$ cat src/rtl/multiword_add_pkg.sv
// Shared definitions for the nibble-serial multiword adder.
//   NIBBLE_W : width of one serial add step (the shared adder width)
//   state_e  : controller states IDLE / RUN / DONE
package multiword_add_pkg;

  localparam int NIBBLE_W = 4;

  typedef enum logic [1:0] {
    IDLE = 2'd0,
    RUN  = 2'd1,
    DONE = 2'd2
  } state_e;

endpackage : multiword_add_pkg

$ cat src/rtl/multiword_add_ctrl_adder_4bit.sv
// One nibble-wide ripple adder, shared by every step of the serial add.
// Ports:
//   a, b : nibble addends
//   cin  : carry-in from the previous nibble
//   sum  : nibble result
//   cout : carry into the next nibble
module adder_4bit
  import multiword_add_pkg::*;
(
  input  logic [NIBBLE_W-1:0] a,
  input  logic [NIBBLE_W-1:0] b,
  input  logic                cin,
  output logic [NIBBLE_W-1:0] sum,
  output logic                cout
);

  // Zero-extend everything to NIBBLE_W+1 bits so the carry lands in the MSB.
  assign {cout, sum} = {1'b0, a} + {1'b0, b} + {{NIBBLE_W{1'b0}}, cin};

endmodule : adder_4bit

$ cat src/rtl/multiword_add_ctrl.sv
// Nibble-serial W-bit adder with valid/ready handshakes on both sides.
// Operands are latched on accept, then one nibble per cycle is added through
// a single shared 4-bit adder (NWORDS cycles), and the result is held in DONE
// until the consumer takes it.
// Ports:
//   clk, rst            : clock, synchronous active-high reset
//   in_valid / in_ready : operand handshake (ready only in IDLE)
//   a, b, cin           : W-bit addends and carry-in
//   out_valid/out_ready : result handshake (valid only in DONE)
//   sum                 : result (partial while running)
//   cout, ovf           : unsigned carry-out, two's-complement overflow (DONE only)
//   busy                : high while nibbles are being added
module multiword_add_ctrl
  import multiword_add_pkg::*;
#(
  parameter  int NWORDS = 4,
  localparam int W      = NIBBLE_W * NWORDS
) (
  input  logic         clk,
  input  logic         rst,
  input  logic         in_valid,
  output logic         in_ready,
  input  logic [W-1:0] a,
  input  logic [W-1:0] b,
  input  logic         cin,
  output logic         out_valid,
  input  logic         out_ready,
  output logic [W-1:0] sum,
  output logic         cout,
  output logic         ovf,
  output logic         busy
);

  localparam int IDX_W = (NWORDS > 1) ? $clog2(NWORDS) : 1;
  localparam logic [IDX_W-1:0] LAST_IDX = IDX_W'(NWORDS - 1);

  state_e             state_q, state_d;
  logic [IDX_W-1:0]   idx_q,   idx_d;
  logic               carry_q, carry_d;
  logic [W-1:0]       a_q,     a_d;
  logic [W-1:0]       b_q,     b_d;
  logic [W-1:0]       sum_q,   sum_d;

  logic [NIBBLE_W-1:0] add_sum;
  logic                add_cout;

  // The single adder always looks at the nibble selected by idx_q; its result
  // is only consumed in RUN.
  adder_4bit u_adder (
    .a    (a_q[idx_q*NIBBLE_W +: NIBBLE_W]),
    .b    (b_q[idx_q*NIBBLE_W +: NIBBLE_W]),
    .cin  (carry_q),
    .sum  (add_sum),
    .cout (add_cout)
  );

  always_comb begin
    // NOTE: every signal written here gets a default first, so no path through
    // the case leaves one unassigned and no latch is inferred.
    state_d   = state_q;
    idx_d     = idx_q;
    carry_d   = carry_q;
    a_d       = a_q;
    b_d       = b_q;
    sum_d     = sum_q;
    in_ready  = 1'b0;
    out_valid = 1'b0;
    busy      = 1'b0;
    cout      = 1'b0;
    ovf       = 1'b0;

    unique case (state_q)
      IDLE: begin
        in_ready = 1'b1;
        if (in_valid) begin
          a_d     = a;
          b_d     = b;
          carry_d = cin;
          idx_d   = '0;
          sum_d   = '0;
          state_d = RUN;
        end
      end

      RUN: begin
        busy = 1'b1;
        sum_d[idx_q*NIBBLE_W +: NIBBLE_W] = add_sum;
        carry_d = add_cout;
        // idx parks on the last nibble instead of wrapping.
        if (idx_q == LAST_IDX) state_d = DONE;
        else                   idx_d   = idx_q + 1'b1;
      end

      DONE: begin
        out_valid = 1'b1;
        cout      = carry_q;
        // Same-sign addends producing a result of the other sign.
        ovf       = (a_q[W-1] == b_q[W-1]) && (sum_q[W-1] != a_q[W-1]);
        if (out_ready) state_d = IDLE;
      end

      default: state_d = IDLE;
    endcase
  end

  assign sum = sum_q;

  always_ff @(posedge clk) begin
    // NOTE: non-blocking assignments so every register samples the values from
    // before this edge, regardless of statement order.
    if (rst) begin
      state_q <= IDLE;
      idx_q   <= '0;
      carry_q <= 1'b0;
      a_q     <= '0;
      b_q     <= '0;
      sum_q   <= '0;
    end else begin
      state_q <= state_d;
      idx_q   <= idx_d;
      carry_q <= carry_d;
      a_q     <= a_d;
      b_q     <= b_d;
      sum_q   <= sum_d;
    end
  end

endmodule : multiword_add_ctrl

$ cat config.mk
export PLATFORM = sky130hd
export DESIGN_NAME = multiword_add_ctrl
export DESIGN_NICKNAME = d
export VERILOG_FILES = /design/src/rtl/multiword_add_pkg.sv /design/src/rtl/multiword_add_ctrl_adder_4bit.sv /design/src/rtl/multiword_add_ctrl.sv
export SDC_FILE = /design/constraint.sdc
export NUM_CORES = 1
export LEC_CHECK = 0
export BUFFER_PORTS_ARGS = -buffer_cell sky130_fd_sc_hd__buf_4
export CORE_UTILIZATION = 50
export DETAILED_ROUTE_END_ITERATION = 16
export PLACE_DENSITY = 0.81
export SETUP_SLACK_MARGIN = 0.3
export SYNTH_ARGS = -nofsm -noshare
export SYNTH_HDL_FRONTEND = slang
export SYNTH_SLANG_ARGS = --single-unit
$ cat constraint.sdc
create_clock -name clk -period 3.2 [get_ports clk]
set_input_delay 0.64 -clock clk [delete_from_list [all_inputs] [get_ports clk]]
set_output_delay 0.64 -clock clk [all_outputs]
set_load 0.03 [all_outputs]
==> results.sh, run 1 <==
export IMPL_post_route_period_util_pct=83.43
export IMPL_synth_edf_count=0
export IMPL_htree_num_levels=2
export IMPL_finalSetupViolCount=0
export IMPL_pin_count=58
export IMPL_critPathMaxStageDelay_ns=0.57
export IMPL_cts_buffers=5
export IMPL_root_buffer="clkbuf_8"
export IMPL_hold_viol=0
export IMPL_die_y_um=71.03
export IMPL_critical_path_cell_chain="mux4_2 > fa_1 > fa_1 > a21oi_1 > nor2b_1 > o32ai_1 > a211oi_1"
export IMPL_synth_most_common_cell="nand2_1"
export IMPL_fin_cells=371
export IMPL_gp_congestion=0.8216
export IMPL_powerDensity_mw_per_mm2=454.8
export IMPL_netlist_instances=268
export IMPL_grt_max_degree=54
export IMPL_hold_class="flop to flop"
export IMPL_die_area_mm2=0.005045
export IMPL_cp_slowest_cell="mux4_2"
export IMPL_max_cap_violations=0
export IMPL_synthArstFlopShare_pct=0
export IMPL_cpLargestDelayFamily="adder cells"
export IMPL_grt_usage_pct=22.82
export IMPL_status="complete, no violations"
export IMPL_startpoint_type="flop"
export IMPL_num_rows=24
export IMPL_ant_nets=0
export IMPL_drive_gt1_share_pct=25.08
export IMPL_clk_latency_ns=0.30
export IMPL_placed_cells=364
export IMPL_clock_sinks=53
export IMPL_drt_initial_drc_count=191
export IMPL_worst_pin_slew_ns=0.5797
export IMPL_nNetsFinal=365
export IMPL_antenna_found_initial=0
export IMPL_cp_buffers_inverters=0
export IMPL_overflow=0
export IMPL_synth_area_top_cells="dfxtp_1 (45%), nand2_1 (11%), a21oi_1 (7.6%)"
export IMPL_cp_common_cell="fa_1"
export IMPL_cp_startpoint="idx_q[0]"
export IMPL_synth_top_area_cell="dfxtp_1"
export IMPL_post_route_util_pct=64.57
export IMPL_critical_path_class="flop to flop"
export IMPL_tritoncts="built"
export IMPL_cts_path_max_buffers=2
export IMPL_p_leak_nw=1.239
export IMPL_firstDrtPassIters=6
export IMPL_peakVddDrop_mv=0.2521
export IMPL_grt_pass1_vias=1873
export IMPL_rsz0062_at_grt="no"
export IMPL_ys_ff_latch=53
export IMPL_portBuffers=57
export IMPL_layout_min_cycle_time_ns=2.670
export IMPL_num_vias=2043
export IMPL_yosys_most_used_dff="dfxtp_1"
export IMPL_slew_headroom_pct=61.31
export IMPL_synth_warnings=0
export IMPL_diodes=0
export IMPL_die_w_um=71.03
export IMPL_drc=0
export IMPL_arrival_ns=2.83
export IMPL_core_area_mm2=0.004474
export IMPL_worst_clock_skew_ns=0.01032
export IMPL_fmax_mhz=374.6
export IMPL_synth_cell_area_mm2=0.002382
export IMPL_maxSlewViolCount=0
export IMPL_hpwl_um=3891
export IMPL_ys_top_cells_by_count="nand2_1 (72), dfxtp_1 (53), a21oi_1 (36)"
export IMPL_syn_nets=314
export IMPL_power_mw=1.314
export IMPL_reg2reg_from="idx_q[0]"
export IMPL_viasPerCell=5.507
export IMPL_synth_top_area_share_pct=44.54
export IMPL_hold_buffers=0
export IMPL_worstPathRequired_ns=3.36
export IMPL_syn_avg_cell_area_um2=8.889
export IMPL_tns_ns=0
export IMPL_crit_path_max_fanout=6
export IMPL_wl_per_cell_um=14.40
export IMPL_post_cts_resized=0
export IMPL_area_growth_pct=21.27
export IMPL_grt_pass1_wl_um=8942
export IMPL_clk_pin_slew_ns=0.09
export IMPL_start_util_pct=53.24
export IMPL_cp_end_kind="flop"
export IMPL_hp_start="a_q[1]"
export IMPL_postCtsSetupBuffers=0
export IMPL_ys_types=31
export IMPL_synth_seq_area_share_pct=44.54
export IMPL_hold_slack_ns=0.4580
export IMPL_totalWireLength_um=5344
-- final cells by class --
type	instances	area (µm²)
Inverter	5	18.77
Fill cell	378	1585
Clock buffer	7	86.33
Timing Repair Buffer	60	450.4
Multi-Input combinational cell	194	1207
Sequential cell	53	1061
Tap cell	52	65.06
-- state kept, by name, summed over array words and instances (netlist names) --
signal / flops
a_q: 16
idx_q: 2
carry_q: 1
state_q: 2
sum: 16
b_q: 16
-- stage by stage --
stage | instance area [µm²] | worst slack (ns)
after floorplan | 2382 | 0.6040
after global placement | 2803 | 0.6689
after detailed placement | 2803 | 0.5779
after CTS | 2889 | 0.5361
after global routing | 2889 | 0.3859
final | 2889 | 0.5302
-- cell usage in the layout (no fill, tap or decap), drive strengths merged --
cell | Yosys | layout
buf | 9 | 60
nor2 | 28 | 28
fa | 2 | 2
a32oi | 4 | 4
a211o | 1 | 1
ha | 7 | 7
nand3 | 1 | 1
nand2b | 3 | 3
nor4b | 1 | 1
inv | 5 | 5
and3b | 1 | 1
a22oi | 13 | 13
mux4 | 8 | 8
a21oi | 36 | 36
nor2b | 1 | 1
nor3b | 3 | 3
dfxtp | 53 | 53
nor4 | 1 | 1
or2 | 1 | 1
and4bb | 1 | 1
a21o | 5 | 5
and3 | 1 | 1
xor2 | 1 | 1
o32ai | 1 | 1
a211oi | 1 | 1
nand2 | 73 | 73
clkbuf | 7 | 7
-- report_power, final --
group | internal [mW] | switching (mW) | total, mW | leakage, nW
registers | 0.690 | 0.0256 | 0.716 | 0.433
clock network | 0.172 | 0.201 | 0.373 | 0.0443
logic | 0.103 | 0.122 | 0.225 | 0.762
total | 0.965 | 0.349 | 1.31 | 1.24
-- metal layers --
metal	GRT usage (%)	wire, µm	vias up
met2	36.22	2624	52
li1	-	-	1016
met3	4.843	226	7
met4	8.000	57	0
met1	31.00	2436	968
met5	0	0	-
-- worst paths after layout --
check	to	slack, ns	depth (start not counted)
min	a_q[1]	0.46	2
max reg2reg	carry_q	0.53	7
max	carry_q	0.53	7
min reg2reg	a_q[1]	0.46	2
-- cell families (layout without fill, tap and decap cells) --
family | after synthesis | in the layout | share of synthesized area [%]
compound gates | 61 | 61 | 15.76
xor+xnor | 1 | 1 | 0.3677
fa+ha+maj | 9 | 9 | 5.357
buf+inv | 21 | 72 | 4.779
flops | 53 | 53 | 44.54
mux | 8 | 8 | 7.563
simple gates | 115 | 115 | 21.64
-- worst register-to-register path, delay by kind of cell (launching register included) --
kind	cells	cell delay, ns
adders and majority gates	2	0.88
muxes	1	0.57
DFF	1	0.54
AOI/OAI and AO/OA	3	0.49
and+or+nand+nor	1	0.06
Note: power is estimated with default switching activity, not from simulation.
==> run 2: changes to the inputs <==
- CORE_UTILIZATION: 50 -> 48
- PLACE_DENSITY: 0.81 -> 0.82
- clock period: 3.2 -> 2.2 ns (I/O delays scaled with it)
==> results.sh, run 2 (synthesis gave the netlist of run 1 again) <==
export IMPL_most_common_layout_cells="nand2_1 (72), buf_4 (67), dfxtp_1 (50), a21oi_1 (36), nor2_1 (28)"
export IMPL_peakVddDrop_mv=0.4706
export IMPL_power_frac_comb_pct=19.1
export IMPL_grt_pass1_wl_um=8901
export IMPL_hpwl_um=3936
export IMPL_critical_path_cell_chain="mux4_2 > fa_2 > fa_2 > xor2_1 > buf_4 > a22oi_2 > nor2_1"
export IMPL_grt_busiest_layer="met2"
export IMPL_clk_latency_ns=0.30
export IMPL_pin_count=58
export IMPL_viasPerCell=5.246
export IMPL_maxSlewViolCount=0
export IMPL_fmax_mhz=429.7
export IMPL_crit_path_max_fanout=4
export IMPL_clkPwrFrac_pct=26.9
export IMPL_gp_congestion=0.8450
export IMPL_htree_num_levels=2
export IMPL_powerDensity_mw_per_mm2=639.3
export IMPL_cts_path_max_buffers=2
export IMPL_worstSetupEndpoint="sum[6]"
export IMPL_tritoncts="built"
export IMPL_finalSetupViolCount=12
export IMPL_antenna_found_initial=0
export IMPL_start_util_pct=50.11
export IMPL_firstDrtPassIters=4
export IMPL_wl_per_cell_um=13.71
export IMPL_global_route_usage_met1_pct=28.45
export IMPL_cp_slowest_cell="mux4_2"
export IMPL_cp_startpoint="idx_q[0]"
export IMPL_slew_headroom_pct=63.16
export IMPL_worst_clock_skew_ns=0.005341
export IMPL_grt_max_degree=54
export IMPL_violations="negative setup slack"
export IMPL_worst_pin_slew_ns=0.5480
export IMPL_grt_pass1_vias=1890
export IMPL_cp_end_kind="flop"
export IMPL_arrival_ns=2.50
export IMPL_clock_sinks=53
export IMPL_regToRegEndpoint="sum[6]"
export IMPL_hold_viol=0
export IMPL_cts_buffers=5
export IMPL_worstPathRequired_ns=2.37
export IMPL_grt_usage_pct=22.27
export IMPL_root_buffer="clkbuf_8"
export IMPL_reg2reg_depth=7
export IMPL_hold_class="primary input to flop"
export IMPL_num_rows=25
export IMPL_core_area_mm2=0.004755
export IMPL_tns_ns=-0.9423
export IMPL_layout_min_cycle_time_ns=2.327
export IMPL_ant_nets=0
export IMPL_p_seq_share_pct=54.0
export IMPL_post_route_util_pct=63.32
export IMPL_fin_cells=394
export IMPL_p_int_mw=1.398
export IMPL_die_y_um=72.45
export IMPL_clk_pin_slew_ns=0.09
export IMPL_drt_initial_drc_count=102
export IMPL_cp_common_cell="fa_2"
export IMPL_setup_ws_ns=-0.1274
export IMPL_reg2reg_from="idx_q[0]"
export IMPL_placed_cells=384
export IMPL_portBuffers=57
export IMPL_area_growth_pct=26.37
export IMPL_totalWireLength_um=5401
export IMPL_met3_usage_pct=4.028
export IMPL_drc=0
export IMPL_die_area_mm2=0.005249
export IMPL_num_vias=2067
export IMPL_switching_share_pct=27.35
export IMPL_power_mw=1.924
export IMPL_critPathMaxStageDelay_ns=0.52
export IMPL_max_cap_violations=0
export IMPL_grt_util_met2_pct=36.45
export IMPL_rsz0062_at_grt="yes"
export IMPL_die_w_um=72.45
export IMPL_p_switching_mw=0.5264
export IMPL_reg2reg_setup_slack_ns=-0.13
export IMPL_overflow=0
export IMPL_hold_slack_ns=0.3797
export IMPL_final_common_cell="nand2_1"
export IMPL_startpoint_type="flop"
export IMPL_nNetsFinal=372
export IMPL_post_route_period_util_pct=105.8
export IMPL_status="finished with violations"
export IMPL_p_leak_nw=1.275
export IMPL_diodes=0
export IMPL_drive_gt1_share_pct=31.19
export IMPL_critical_path_class="flop to flop"
[run 2: how the worst min path moves through the flow]
stage / startpoint / to / slack [ns] / cells past startpoint
global route: a[12] / a_q[12] / 0.37 / 3
global placement: a_q[10] / a_q[10] / 0.45 / 2
floorplan: a_q[10] / a_q[10] / 0.43 / 2
detailed placement: a_q[0] / a_q[0] / 0.45 / 2
finish: b[3] / b_q[3] / 0.38 / 3
CTS: a[6] / a_q[6] / 0.37 / 3
[run 2: repair_timing]
item                                   CTS  global route
setup endpoints to repair               14            18
buffers inserted                         2             0
hold buffers                             0             0
pin swaps                                1             6
gates resized for setup                  8             3
endpoints found under the hold margin    0             0
[run 2: cell type report]
cell class	instances	area, µm²
clock buffers	6	72.57
fillers	435	1744
well taps	67	83.83
repair buffers	67	503.0
clock inverters	2	10.01
inverters	5	18.77
multi-input cells	194	1255
flip-flops and latches	53	1067
[run 2: metal layers]
| metal | share of wire, % | wire, µm | vias up |
|---|---|---|---|
| met4 | 2.1 | 116 | 0 |
| li1 | - | - | 1035 |
| met2 | 50 | 2676 | 50 |
| met1 | 45 | 2413 | 974 |
| met5 | 0 | 0 | - |
| met3 | 3.6 | 194 | 8 |
[run 2: critical path, delay by kind of cell, from the launching register on]
kind	cells	cell delay, ns
adders and majority gates	2	0.79
muxes	1	0.52
DFF	1	0.38
buffers and inverters	1	0.16
xor gates and xnor gates	1	0.15
AOI/OAI and AO/OA	1	0.14
and+or+nand+nor	1	0.05
[run 2: power by group through the flow]
stage / clock network (mW) / registers [mW] / logic (mW)
6_report: 0.518 / 1.04 / 0.368
5_1_grt: 0.565 / 1.05 / 0.403
4_1_cts: 0.532 / 1.04 / 0.363
3_5_place_dp: 0 / 1.06 / 0.347
3_3_place_gp: 0 / 1.06 / 0.339
2_1_floorplan: 0 / 1.05 / 0.231
[run 2: per-stage QoR]
step | setup slack (ns) | instance area, µm²
floorplan | -0.1296 | 2399
global placement | -0.05596 | 2868
detailed placement | -0.1084 | 2868
CTS | -0.1145 | 3002
global route | -0.2094 | 3010
finish | -0.1274 | 3010
==> run 3: changes to the inputs <==
- BUFFER_PORTS_ARGS: -buffer_cell sky130_fd_sc_hd__buf_4 -> default
- CORE_UTILIZATION: 48 -> 50
- DONT_BUFFER_PORTS: default -> 1
- PLACE_DENSITY: 0.82 -> 0.74
==> results.sh, run 3 (synthesis gave the netlist of run 1 again) <==
export IMPL_power_mw=1.991
export IMPL_peakVddDrop_mv=0.4523
export IMPL_gp_congestion=0.7846
export IMPL_design_area_mm2=0.002603
export IMPL_hold_class="primary input to flop"
export IMPL_start_util_pct=53.24
export IMPL_cts_buffers=5
export IMPL_viasPerCell=5.780
export IMPL_final_common_cell="nand2_1"
export IMPL_drc=3
export IMPL_grt_max_degree=54
export IMPL_die_y_um=71.03
export IMPL_cp_buffers_inverters=0
export IMPL_clk_latency_ns=0.30
export IMPL_cts_path_max_buffers=2
export IMPL_root_buffer="clkbuf_8"
export IMPL_grt_pass1_vias=1705
export IMPL_portBuffers=0
export IMPL_most_common_layout_cells="nand2_1 (72), dfxtp_1 (50), a21oi_1 (35), nor2_1 (28), buf_4 (11)"
export IMPL_grt_pass1_wl_um=7983
export IMPL_firstDrtPassIters=10
export IMPL_place_ws_ns=-0.1451
export IMPL_setup_ws_ns=-0.08129
export IMPL_maxSlewViolCount=0
export IMPL_hold_path_end="b_q[7]"
export IMPL_reg2reg_from="idx_q[0]"
export IMPL_hpwl_um=3650
export IMPL_tritoncts="built"
export IMPL_htree_num_levels=2
export IMPL_regToRegEndpoint="sum[10]"
export IMPL_register_area_mm2=0.001067
export IMPL_pin_count=58
export IMPL_die_area_mm2=0.005045
export IMPL_die_w_um=71.03
export IMPL_worst_clock_skew_ns=0.004492
export IMPL_drive_gt1_share_pct=15.50
export IMPL_hold_buffers=0
export IMPL_layout_min_cycle_time_ns=2.281
export IMPL_violations="design-rule violations, negative setup slack"
export IMPL_overflow=0
export IMPL_diodes=0
export IMPL_clk_pin_slew_ns=0.09
export IMPL_grt_usage_pct=20.38
export IMPL_startpoint_type="flop"
export IMPL_num_vias=1867
export IMPL_cp_end_kind="flop"
export IMPL_finalSetupViolCount=9
export IMPL_critical_path_cell_chain="mux4_2 > fa_2 > fa_2 > xor2_2 > a22oi_1 > nor2_1"
export IMPL_hold_depth=1
export IMPL_hp_start="rst"
export IMPL_fmax_mhz=438.3
export IMPL_arrival_ns=2.52
export IMPL_drt_initial_drc_count=90
export IMPL_crit_path_max_fanout=6
export IMPL_rsz0062_at_grt="yes"
export IMPL_core_area_mm2=0.004474
export IMPL_totalWireLength_um=4999
export IMPL_p_leak_nw=1.013
export IMPL_slew_headroom_pct=51.16
export IMPL_post_route_period_util_pct=103.7
export IMPL_cp_common_cell="fa_2"
export IMPL_clock_sinks=53
export IMPL_status="finished with violations"
export IMPL_reg2reg_setup_slack_ns=-0.08
export IMPL_critical_path_class="flop to flop"
export IMPL_reg2reg_depth=6
export IMPL_num_rows=24
export IMPL_cpLargestDelayFamily="adder cells"
export IMPL_nNetsFinal=316
export IMPL_area_growth_pct=9.244
export IMPL_wl_per_cell_um=15.48
export IMPL_powerDensity_mw_per_mm2=765.1
export IMPL_hold_viol=0
export IMPL_max_cap_violations=0
export IMPL_place_area_mm2=0.002444
export IMPL_fill_cells=413
export IMPL_post_route_util_pct=58.17
export IMPL_critPathMaxStageDelay_ns=0.53
export IMPL_worstPathRequired_ns=2.44
export IMPL_multi_input_area_mm2=0.001252
export IMPL_worst_pin_slew_ns=0.7299
export IMPL_ant_nets=0
export IMPL_antenna_found_initial=0
export IMPL_cp_slowest_cell="mux4_2"
-- run 3: cell count changes in the layout (fill, tap and decap cells not counted), moves of 2 or more --
cell	before	now
buf_4	67	11
a22oi_1	5	10
a22oi_2	8	3
clkinv_2	2	0
-- run 3: worst max path at each step --
stage	slack, ns	to	cells after the start	from
after floorplan	-0.13	carry_q	8	idx_q[0]
after global placement	-0.12	sum[6]	6	idx_q[0]
after detailed placement	-0.15	sum[6]	6	idx_q[0]
after CTS	-0.09	carry_q	7	idx_q[0]
after global routing	-0.17	sum[3]	7	idx_q[0]
final	-0.08	sum[10]	6	idx_q[0]
-- run 3: metal layers --
metal / GRT usage [%] / vias up / part of all wire, %
met5: 0 / - / 0
met4: 4.667 / 0 / 0.58
met3: 4.986 / 4 / 4.8
met2: 34.29 / 49 / 50
met1: 26.64 / 892 / 45
li1: - / 922 / -
-- run 3: cell type report --
| cell class | instances | area share, % |
|---|---|---|
| Clock buffer | 7 | 3.317 |
| Clock inverter | 1 | 1.154 |
| Inverter | 5 | 0.7212 |
| Multi-Input combinational cell | 194 | 48.12 |
| Sequential cell | 53 | 41.01 |
| Tap cell | 52 | 2.500 |
| Timing Repair Buffer | 11 | 3.173 |
-- run 3: repair_timing --
| item | 4_1_cts | 5_1_grt |
|---|---|---|
| hold endpoints to repair | 0 | 0 |
| setup endpoints to repair | 24 | 50 |
| pin swaps | 0 | 1 |
| gates resized for setup | 3 | 6 |
| setup buffers | 0 | 0 |
-- run 3: report_power, final --
| group | internal, mW | switching, mW |
|---|---|---|
| combinational | 0.117 | 0.155 |
| sequential | 1.00 | 0.0418 |
| clock | 0.371 | 0.301 |
| total | 1.49 | 0.498 |
-- run 3: metrics by stage --
| step | setup TNS [ns] | hold WS (ns) | cells |
|---|---|---|---|
| detailed placement | -0.6376 | 0.4421 | 315 |
| global placement | -0.4168 | 0.4373 | 315 |
| global route | -1.495 | 0.1800 | 323 |
| CTS | -0.4210 | 0.1935 | 323 |
| floorplan | -0.7739 | 0.4331 | 268 |
| finish | -0.4739 | 0.1992 | 323 |
